===== config.mk =====
export PLATFORM = sky130hd
export DESIGN_NAME = msrv32_imm_sequencer
export DESIGN_NICKNAME = d
export VERILOG_FILES = /design/src/rtl/msrv32_imm_sequencer.sv
export SDC_FILE = /design/constraint.sdc
export NUM_CORES = 1
export LEC_CHECK = 0
export CORE_ASPECT_RATIO = 1.2
export CORE_UTILIZATION = 41
export CTS_BUF_LIST = sky130_fd_sc_hd__clkbuf_4 sky130_fd_sc_hd__clkbuf_8
export DETAILED_ROUTE_END_ITERATION = 7
export PLACE_DENSITY = 0.71
export SYNTH_ARGS = -nofsm -noshare
export SYNTH_HDL_FRONTEND = slang
export SYNTH_SLANG_ARGS = --single-unit

===== constraint.sdc =====
create_clock -name clk_in -period 1.65 [get_ports clk_in]
set_input_delay 0.165 -clock clk_in [delete_from_list [all_inputs] [get_ports clk_in]]
set_output_delay 0.165 -clock clk_in [all_outputs]
set_load 0.02 [all_outputs]

===== src/rtl/msrv32_imm_sequencer.sv =====
// ============================================================================
// msrv32_imm_sequencer
// ----------------------------------------------------------------------------
// Two-stage valid/ready immediate decode pipeline between the instruction
// register and the execute-stage operand muxes.
//
//   Stage 1 : classifies the accepted instruction by opcode into a 3-bit
//             immediate type, flags unsupported opcodes and keeps the
//             instruction bits [31:7] needed to build the immediate.
//   Stage 2 : builds the sign/zero-extended 32-bit immediate and presents
//             it downstream together with the type and the illegal flag.
//
// A saturating counter records how many illegal instructions were handed
// downstream. Flush drops everything in flight but never clears the counter.
//
// Optional feature macro: MSRV32_IMM_CSR_EN
//   defined   : SYSTEM opcode with funct3[2]=1 decodes to type 110 (CSR zimm)
//   undefined : every SYSTEM opcode decodes to type 000
//
// Parameters
//   CNT_W              width of the saturating illegal-instruction counter
//
// Ports
//   clk_in             clock, rising edge
//   rst_in             asynchronous reset, active low
//   flush_in           synchronous flush of all in-flight entries
//   instr_valid_in     upstream instruction valid
//   instr_in[31:0]     instruction word
//   instr_ready_out    block can accept an instruction this cycle
//   imm_valid_out      stage-2 result valid
//   imm_ready_in       downstream accepts the result
//   imm_out[31:0]      generated immediate
//   imm_type_out[2:0]  decoded immediate type
//   illegal_out        unsupported opcode; imm_out is zero
//   illegal_count_out  saturating count of illegal instructions delivered
// ============================================================================
module msrv32_imm_sequencer #(
    parameter int CNT_W = 8
) (
    input  logic             clk_in,
    input  logic             rst_in,
    input  logic             flush_in,
    input  logic             instr_valid_in,
    input  logic [31:0]      instr_in,
    output logic             instr_ready_out,
    output logic             imm_valid_out,
    input  logic             imm_ready_in,
    output logic [31:0]      imm_out,
    output logic [2:0]       imm_type_out,
    output logic             illegal_out,
    output logic [CNT_W-1:0] illegal_count_out
);

    // Immediate type encoding presented on imm_type_out.
    typedef enum logic [2:0] {
        IMM_I    = 3'b000,
        IMM_JALR = 3'b001,
        IMM_S    = 3'b010,
        IMM_B    = 3'b011,
        IMM_U    = 3'b100,
        IMM_J    = 3'b101,
        IMM_Z    = 3'b110,
        IMM_RSV  = 3'b111
    } imm_type_e;

    // Opcodes recognised by the decoder.
    localparam logic [6:0] OP_LOAD   = 7'b0000011;
    localparam logic [6:0] OP_IMM    = 7'b0010011;
    localparam logic [6:0] OP_JALR   = 7'b1100111;
    localparam logic [6:0] OP_STORE  = 7'b0100011;
    localparam logic [6:0] OP_BRANCH = 7'b1100011;
    localparam logic [6:0] OP_LUI    = 7'b0110111;
    localparam logic [6:0] OP_AUIPC  = 7'b0010111;
    localparam logic [6:0] OP_JAL    = 7'b1101111;
    localparam logic [6:0] OP_SYSTEM = 7'b1110011;
    localparam logic [6:0] OP_REG    = 7'b0110011;
    localparam logic [6:0] OP_FENCE  = 7'b0001111;

    localparam logic [CNT_W-1:0] CNT_MAX = '1;

    // Stage-1 state. Only bits [31:7] are kept: the opcode has already been
    // folded into the type, and bits [6:0] never feed any immediate.
    logic        s1_valid;
    logic [31:7] s1_instr;
    imm_type_e   s1_type;
    logic        s1_illegal;
    logic        s1_zero;

    // Decoder outputs for the instruction currently on instr_in.
    imm_type_e   dec_type;
    logic        dec_illegal;
    logic        dec_zero;

    // Immediate built from stage-1 contents, registered into stage 2.
    logic [31:0] imm_next;

    // Handshake helpers.
    logic        s2_adv;
    logic        accept;
    logic        out_fire;

    // Stage 1 may hand over whenever stage 2 is empty or is being drained
    // this cycle. The ready path back to the fetch stage is combinational
    // from imm_ready_in so a full pipeline stalls in the same cycle.
    assign s2_adv          = s1_valid && (!imm_valid_out || imm_ready_in);
    assign instr_ready_out = (!s1_valid || s2_adv) && !flush_in;
    assign accept          = instr_valid_in && instr_ready_out;
    assign out_fire        = imm_valid_out && imm_ready_in;

    // Opcode classification. Register-register ops and fences are legal but
    // carry no immediate, so they share the illegal path's forced-zero flag
    // without raising illegal. Any opcode not listed is illegal.
    always_comb begin
        dec_type    = IMM_I;
        dec_illegal = 1'b0;
        dec_zero    = 1'b0;
        case (instr_in[6:0])
            OP_LOAD, OP_IMM: dec_type = IMM_I;
            OP_JALR:         dec_type = IMM_JALR;
            OP_STORE:        dec_type = IMM_S;
            OP_BRANCH:       dec_type = IMM_B;
            OP_LUI, OP_AUIPC: dec_type = IMM_U;
            OP_JAL:          dec_type = IMM_J;
            OP_SYSTEM: begin
`ifdef MSRV32_IMM_CSR_EN
                // funct3[2] selects the CSR immediate forms (csrrwi etc.).
                if (instr_in[14]) begin
                    dec_type = IMM_Z;
                end else begin
                    dec_type = IMM_I;
                end
`else
                dec_type = IMM_I;
`endif
            end
            OP_REG, OP_FENCE: begin
                dec_type = IMM_I;
                dec_zero = 1'b1;
            end
            default: begin
                dec_type    = IMM_I;
                dec_illegal = 1'b1;
                dec_zero    = 1'b1;
            end
        endcase
    end

    // Immediate construction from the stage-1 instruction bits. The reserved
    // type falls back to the I-type layout so the output is always defined.
    always_comb begin
        imm_next = {{20{s1_instr[31]}}, s1_instr[31:20]};
        case (s1_type)
            IMM_I, IMM_JALR, IMM_RSV: begin
                imm_next = {{20{s1_instr[31]}}, s1_instr[31:20]};
            end
            IMM_S: begin
                imm_next = {{20{s1_instr[31]}}, s1_instr[31:25], s1_instr[11:7]};
            end
            IMM_B: begin
                imm_next = {{19{s1_instr[31]}}, s1_instr[31], s1_instr[7],
                            s1_instr[30:25], s1_instr[11:8], 1'b0};
            end
            IMM_U: begin
                imm_next = {s1_instr[31:12], 12'h000};
            end
            IMM_J: begin
                imm_next = {{11{s1_instr[31]}}, s1_instr[31], s1_instr[19:12],
                            s1_instr[20], s1_instr[30:21], 1'b0};
            end
            IMM_Z: begin
                imm_next = {27'd0, s1_instr[19:15]};
            end
            default: begin
                imm_next = {{20{s1_instr[31]}}, s1_instr[31:20]};
            end
        endcase
        if (s1_zero) begin
            imm_next = 32'd0;
        end
    end

    // Stage 1 register. Flush wins over a same-cycle accept; otherwise a new
    // accept refills the stage, and a hand-over with no refill empties it.
    always_ff @(posedge clk_in or negedge rst_in) begin
        if (!rst_in) begin
            s1_valid   <= 1'b0;
            s1_instr   <= '0;
            s1_type    <= IMM_I;
            s1_illegal <= 1'b0;
            s1_zero    <= 1'b0;
        end else if (flush_in) begin
            s1_valid <= 1'b0;
        end else if (accept) begin
            s1_valid   <= 1'b1;
            s1_instr   <= instr_in[31:7];
            s1_type    <= dec_type;
            s1_illegal <= dec_illegal;
            s1_zero    <= dec_zero;
        end else if (s2_adv) begin
            s1_valid <= 1'b0;
        end
    end

    // Stage 2 register. Data only changes on a hand-over from stage 1, so the
    // outputs stay frozen while downstream stalls. Flush invalidates the
    // stage; a result already handed over in that cycle has left regardless.
    always_ff @(posedge clk_in or negedge rst_in) begin
        if (!rst_in) begin
            imm_valid_out <= 1'b0;
            imm_out       <= 32'd0;
            imm_type_out  <= 3'b000;
            illegal_out   <= 1'b0;
        end else if (flush_in) begin
            imm_valid_out <= 1'b0;
        end else if (s2_adv) begin
            imm_valid_out <= 1'b1;
            imm_out       <= imm_next;
            imm_type_out  <= s1_type;
            illegal_out   <= s1_illegal;
        end else if (out_fire) begin
            imm_valid_out <= 1'b0;
        end
    end

    // Illegal-instruction counter. Counts completed handshakes only, so an
    // illegal result leaving during a flush still counts; it sticks at its
    // maximum and only reset clears it.
    always_ff @(posedge clk_in or negedge rst_in) begin
        if (!rst_in) begin
            illegal_count_out <= '0;
        end else if (out_fire && illegal_out && (illegal_count_out != CNT_MAX)) begin
            illegal_count_out <= illegal_count_out + 1'b1;
        end
    end

endmodule


# [Word level (Yosys, flattened, before mapping)]
# Index checks and enable logic that the tools add are counted.
[op_classes] addsub=1 eq_ne=19 muxes=11 bitwise=1 reduce_logical=20
[op_table] op="$pmux W32 S6" count=1
[op_table] op="$mux W32" count=1
[op_table] op="$eq A7 B7 Y1 const B" count=4
[op_table] op="$eq A7 B6 Y1 const B" count=3
[op_table] op="$pmux W3 S5" count=1
[op_table] op="$eq A7 B5 Y1 const B" count=2
[op_table] op="$eq A3 B3 Y1 const B" count=4
[op_table] op="$reduce_or A11 Y1" count=1
[op_table] op="$reduce_or A9 Y1" count=1
[op_table] op="$add A8 B1 Y8 const B" count=1
[op_table] op="$mux W1" count=8
[op_table] op="$ne A8 B8 Y1 const B" count=1
[op_table] op="$eq A7 B2 Y1 const B" count=1
[op_table] op="$eq A7 B4 Y1 const B" count=1
[op_table] op="$eq A3 B2 Y1 const B" count=2
[op_table] op="$logic_and A1 B1 Y1" count=6
[op_table] op="$reduce_bool A3 Y1" count=2
[op_table] op="$reduce_and A2 Y1" count=2
[op_table] op="$eq A3 B1 Y1 const B" count=1
[op_table] op="$logic_not A1 Y1" count=3
[op_table] op="$logic_not A3 Y1" count=1
[op_table] op="$reduce_or A3 Y1" count=1
[op_table] op="$logic_or A1 B1 Y1" count=2
[op_table] op="$reduce_or A2 Y1" count=1
[op_table] op="$not A1 Y1" count=1
[totals] ff_bits=76 input_bits=37 output_inout_bits=46

# [Depth between registers and ports, before layout]
# Gate-level depths: netlist of the first run.
[depth] ltp_word=8 mapped_depth=7

# [Least setup slack after synthesis of the first run]
# Ideal clock, no wire load.
[synth_timing] kind="flip-flop to flip-flop" startpoint="register imm_valid_out" endpoint="register imm_out[12]" arrival_ns=1.614 required_ns=1.573 setup_slack_ns=-0.040 stages_incl_launch_ff=7 synth_period_minus_slack_ns=1.690 cell_sequence="dfrtp_1 nor2b_2 or2_0 buf_2 or3_4 buf_6 o21ai_1"
[synth_between] elab_chain_cells=4
[synth_rtl] item="from (decl)" line="46" source="output logic imm_valid_out,"
[synth_rtl] item="from (signal assigned)" line="209" source="imm_valid_out <= 1'b0;"
[synth_rtl] item="from (signal assigned)" line="214" source="imm_valid_out <= 1'b0;"
[synth_rtl] item="from (signal assigned)" line="216" source="imm_valid_out <= 1'b1;"
[synth_rtl] item="$logic_not A1 Y1" line="105" source="assign s2_adv = s1_valid && (!imm_valid_out || imm_ready_in);"
[synth_rtl] item="$logic_or A1 B1 Y1" line="105"
[synth_rtl] item="$logic_and A1 B1 Y1" line="105"
[synth_rtl] item="$reduce_and A2 Y1 (no line)"
[synth_rtl] item="to (signal assigned)" line="217" source="imm_out <= imm_next;"
[synth_rtl] item="to (decl)" line="48" source="output logic [31:0] imm_out,"
# No other way between the ends.
# A chain may end at the register's enable or synchronous reset.

# [Final worst setup path of the first run]
[layout_timing] startpoint="register imm_valid_out" endpoint="register imm_out[23]"
# The elaborated chain is that of the path after synthesis.

==> reports/qor.txt, run 1 <==
number of I/O pins - 83
Synth Instances - 291
LEAKAGE - 2.05 nW
worst-path cell chain - nor2b_4, or2_1, or3_4, o21ai_1
failing checks - design-rule violations
Row Count - 35
routed length per instance - 15.3 um
most frequent cells in the layout - clkdlybuf4s50_1, dfrtp_1, a21oi_1, nand2_1, mux2_2
outcome - complete, but fails checks
power density over cell area - 1150 mW/mm^2
Crit-path slowest cell - or3_4
CP Class - register to register
Int Pwr - 0.00376 W
sequential area share after synthesis - 57.4%
Syn-to-layout area delta - 39.4%
synthesis-stage register bit count - 76
RSZ-0062 raised after global routing - true
ys async rst share - 100%
floorplan core area - 0.00775 mm^2
GPL Wtd Cong - 0.841
DIE HEIGHT - 101 um
Reg clk slew, reported paths - 80 ps
global-route wire length before repair - 12300 um
Switching Share - 29.2%
initial antenna violation count - 0
commonest non-fill, non-tap cell in the layout - clkdlybuf4s50_1
clk buf depth - 2
MaxCap Viol Count - 0
CTS H-tree depth - 3
latest clock arrival within the worst-skew pair - 340 ps
CP Data Arrival Time - 1860 ps
Slew Viols, Final - 0
total power - 0.00531 W
CP peak stage delay - 510 ps
Synth Flop Type - dfrtp_1
Final ANT Viol Nets - 0
average via count per standard cell - 5.21
number of global-route vias before repair - 2534
crit path from - imm_valid_out
port buffer count - 82
measured slew at the worst slew-check pin - 568 ps
Hold Crit Class - primary input to async pin
total clock sinks - 76
post-detailed-placement half-perimeter wirelength - 5530 um
Net Switching - 0.00155 W
crit-path leading delay family - simple AND/OR/NAND/NOR gates
reg2reg start - imm_valid_out
EDFF count, synth - 0
initial drt markers - 95
Final min period - 1600 ps
gr usage total - 18.6%
Clock Skews - 13.7 ps
share of layout cells above drive strength 1 - 21.6%
drt pass-1 iters - 6
Die W - 84.1 um
Syn Area/Cell - 11.4 um^2
Ys Warns - 0
Synthesized Nets - 329
CTS root buf - clkbuf_8
nets - 427
Hold Vio Cnt, Final - 0
total CTS buffers - 9
aggregate routed wire length - 7440 um
Via Count - 2534
Critical Path RT - 1910 ps
startpoint types - register
grt ovf - 0
Crit Path Max Fanout - 20
mapped cell area - 0.00332 mm^2
Buf+Inv Stages, Crit Path - 0
post-synth cell types - 45
Starting Density - 42.8%
fmax - 626 MHz
DRC - 8
setup tns final - 0 ps
Slew headroom - 62.0%
Flop pwr share - 45.6%
largest net degree at the start of global routing - 46
Critical Path Sink Type - register
Antenna diodes - 0
final setup fails - 0
Tcrit/Tclk final - 96.8%
Clk network pwr share - 29.0%
die footprint - 0.00845 mm^2
VDD IR max - 392 uV
power share of the combinational group - 25.5%
CTS tree - built
## sequential cells by signal (all words and copies together) (netlist names)
name,count
imm_type_out,3
s1_valid,1
s1_instr,25
illegal_out,1
s1_type,3
imm_valid_out,1
imm_out,32
s1_zero,1
s1_illegal,1
illegal_count_out,8
## power groups by stage
stage                     clock (W)  sequential (W)  combinational, W
final                       0.00154         0.00242           0.00135
after global routing        0.00166         0.00246           0.00145
after CTS                   0.00157         0.00242           0.00136
after detailed placement          0         0.00245           0.00136
after global placement            0         0.00244           0.00133
after floorplan                   0         0.00265          0.000421
## cell usage after synthesis, types with 2 or more instances
cell type  number  area [um^2]
inv_1           5         18.8
o21ai_0         6         30.0
nor2_1          9         33.8
nand2_1        32          120
xnor2_1         4         35.0
o21ai_2         4         35.0
a21oi_1        33          165
o21ai_1        16         80.1
buf_6           2         22.5
dfrtp_1        76         1900
mux2_2         30          338
a221o_1         4         40.0
clkbuf_1        5         18.8
xor2_1          4         35.0
nor3_1          5         25.0
nand3_1         3         15.0
nor2b_1         7         43.8
a211o_1         2         17.5
buf_2          10         50.1
o31ai_1         2         15.0
nand2b_1        3         18.8
a22o_1          6         52.6
## logic make-up after synthesis
kind of cell,synth area share (%)
AOI/OAI and AO/OA,15.2
DFF,57.4
and+or+nand+nor,11.3
muxes,10.2
buffers and inverters,3.43
xor gates and xnor gates,2.11
adders and majority gates,0.377
## routing by layer
metal / track usage [%] / vias up / routed length [um]
li1: - / 1229 / -
met1: 23.4 / 1243 / 3240
met2: 31.8 / 60 / 3870
met3: 4.42 / 2 / 288
met4: 5.70 / 0 / 46
met5: 0 / - / 0
## final cells by class
| class | instances | area (um^2) |
|---|---|---|
| timing repair buffer | 105 | 1030 |
| clock buffer | 10 | 131 |
| fill | 633 | 3130 |
| clock inverter | 6 | 88.8 |
| tap | 92 | 115 |
| inverter | 5 | 18.8 |
| multi-input combinational | 192 | 1330 |
| sequential | 76 | 1900 |
## worst register-to-register path: stages, from the launching register on
cell,delay (ps)
dfrtp_2,420
nor2b_4,150
or2_1,260
or3_4,510
o21ai_1,190
## per-stage QoR
stage	hold WS, ps	std cells	setup slack, ps	instance area, um^2	utilization [%]
after global placement	29.9	469	-157	4360	56.3
after detailed placement	30.9	469	-194	4360	56.3
after global routing	209	486	-14.9	4620	59.6
after floorplan	-131	291	19.7	3320	-
final	215	486	53.5	4620	59.6
after CTS	205	486	8.54	4590	59.2
## final timing paths
kind / to / slack, ps / depth (start not counted)
max: imm_out[23] / 50 / 4
min: imm_out[9] / 210 / 2
max reg2reg: imm_out[23] / 50 / 4
min reg2reg: imm_out[31] / 480 / 2
max in group asynchronous: s1_type[2] / 920 / 3
min in group clk_in: s1_instr[10] / 440 / 2
## timing repair
action                                  CTS  global route
endpoints found under the setup margin    1            25
resized for setup                         1             9
hold buffers                              1             0
endpoints found under the hold margin    76             0
buffers inserted                          0             0
No activity file was read; power rests on OpenSTA's default activity.
==> run 2, diff against run 1 <==
SKIP_LAST_GASP = 1   (was unset)
==> results of run 2 <==
The final DEF is identical to that of run 1; final timing and power are the same.
==> run 3, diff against run 2 <==
CORE_MARGIN = 4   (was unset)
PLACE_DENSITY = 0.69   (was 0.71)
clock period = 2 ns   (was 1.65 ns; I/O delays follow)
==> reports/qor.txt, run 3 (synthesis results as in run 1) <==
postcts setup bufs - 0 (unchanged)
Slew Viols, Final - 0 (unchanged)
Critical Path Sink Type - primary output
number of I/O pins - 83 (unchanged)
Syn-to-layout area delta - 35.9%
final setup fails - 0 (unchanged)
LEAKAGE - 2.00 nW (-2.4%)
Fillers - 703 (+11%)
worst-path cell chain - nor2b_2, a21oi_1, clkdlybuf4s50_1
GPL Wtd Cong - 0.748 (-11%)
total CTS buffers - 9 (unchanged)
largest registers - imm_out x32, s1_instr x25, illegal_count_out x8
total clock sinks - 76 (unchanged)
port buffer count - 82 (unchanged)
largest net degree at the start of global routing - 50 (+8.7%)
CP Data Arrival Time - 1710 ps (-150 ps)
Antenna diodes - 0 (unchanged)
startpoint types - register
clk buf depth - 2 (unchanged)
global-route wire length before repair - 13000 um (+5.8%)
r2r worst-path depth - 5 (+1)
initial antenna violation count - 0 (unchanged)
Most flops, register - imm_out
pre-CTS setup slack - 10.0 ps (+204 ps)
drt pass-1 iters - 4 (-2)
fmax - 523 MHz
CTS tree - built
Final ANT Viol Nets - 0 (unchanged)
die footprint - 0.00960 mm^2 (+14%)
share of layout cells above drive strength 1 - 17.7% (-3.9 points)
setup ws final - 89.4 ps (+35.9 ps)
Hold Buf Count CTS - 1 (unchanged)
most frequent cells in the layout - clkdlybuf4s50_1, dfrtp_1, a21oi_1
power density over cell area - 987 mW/mm^2 (-14%)
post_cts resized - 0 (-1)
Starting Density - 42.5% (-0.24 points)
CP peak stage delay - 630 ps (+120 ps)
Hold Crit Class - primary input to async pin
Crit Path Max Fanout - 6 (-70%)
number of global-route vias before repair - 2583 (+1.9%)
fin cells - 476 (-2.1%)
DIE HEIGHT - 107 um (+6.0%)
MaxCap Viol Count - 0 (unchanged)
Crit-path slowest cell - clkdlybuf4s50_1
number of flip-flops in the largest register - 32 (unchanged)
aggregate routed wire length - 7710 um (+3.6%)
average via count per standard cell - 5.30 (+1.7%)
FF-to-FF End - imm_out[2]
gr usage total - 16.9% (-1.6 points)
crit-path leading delay family - buffers and inverters
setup tns final - 0 ps (unchanged)
latest clock arrival within the worst-skew pair - 330 ps (about the same)
Clock Skews - 4.72 ps (-8.96 ps)
post-detailed-placement half-perimeter wirelength - 5720 um (+3.6%)
CP Class - register to primary output
R2R Setup Slk - 220 ps (+170 ps)
Tcrit/Tclk final - 95.5%
floorplan core area - 0.00779 mm^2 (+0.57%)
placed cells - 459 (-2.1%)
Critical Path RT - 1800 ps (-110 ps)
VDD IR max - 398 uV (+1.5%)
WHS - 410 ps (+195 ps)
Reg clk slew, reported paths - 70 ps (about the same)
Final min period - 1910 ps
measured slew at the worst slew-check pin - 762 ps (+193 ps)
reg2reg start - imm_valid_out
Hold Vio Cnt, Final - 0 (unchanged)
DRC - 0 (-8)
routed length per instance - 16.2 um (+5.7%)
initial drt markers - 84 (-12%)
CTS root buf - clkbuf_8
Row Count - 35 (unchanged)
Via Count - 2524 (-0.39%)
outcome - completed
CTS H-tree depth - 3 (unchanged)
Buf+Inv Stages, Crit Path - 1 (+1)
commonest non-fill, non-tap cell in the layout - clkdlybuf4s50_1
RSZ-0062 raised after global routing - false
Slew headroom - 49.0% (-13 points)
nets - 417 (-2.3%)
fin util - 57.8% (-1.8 points)
Die W - 90.1 um (+7.1%)
grt ovf - 0 (unchanged)
## run 3: cell types whose count changed in the layout (fill, tap and decap cells not counted), moves of 2 or more
cell      previous run  this run
nor2_2               3         0
dfrtp_1             74        76
buf_4               20        12
clkbuf_8             9        12
dfrtp_2              2         0
buf_12               3         1
nor2_1               6         9
## run 3: how the worst max path moves through the flow
stage / start / endpoint / slack, ps / cells after the start
floorplan: imm_valid_out / imm_out[12] / 310 / 6
detailed placement: imm_ready_in / imm_out[2] / 10 / 6
global placement: imm_ready_in / imm_out[3] / 120 / 6
CTS: imm_valid_out / instr_ready_out / 50 / 3
finish: imm_valid_out / instr_ready_out / 90 / 3
global route: imm_valid_out / instr_ready_out / 20 / 3
## run 3: area by class of cell
type	instances	area, um^2	area share, %
clock buffers	13	173	3.83
clock inverters	3	67.6	1.50
inverters	5	18.8	0.416
multi-input cells	192	1300	28.8
flip-flops and latches	76	1900	42.2
well taps	92	115	2.55
repair buffers	95	931	20.7
## run 3: report_power, final
part	total, W	internal [W]	switching [W]	leakage (nW)
registers	0.00200	0.00179	0.000211	0.964
clock network	0.00135	0.000820	0.000532	0.119
logic	0.00109	0.000574	0.000521	0.917
total	0.00445	0.00319	0.00126	2.00
## run 3: metal layers
layer  vias up  track usage [%]  part of all wire (%)
met5         -                0                     0
met1      1248             21.1                    42
met3         2             3.47                   4.7
met2        66             29.1                    53
met4         0             6.24                  0.54
li1       1208                -                     -
## run 3: stage by stage
step	cell area, um^2	power [W]
CTS	4510	0.00450
finish	4510	0.00445
floorplan	3320	0.00253
global route	4510	0.00469
detailed placement	4260	0.00314
global placement	4260	0.00310
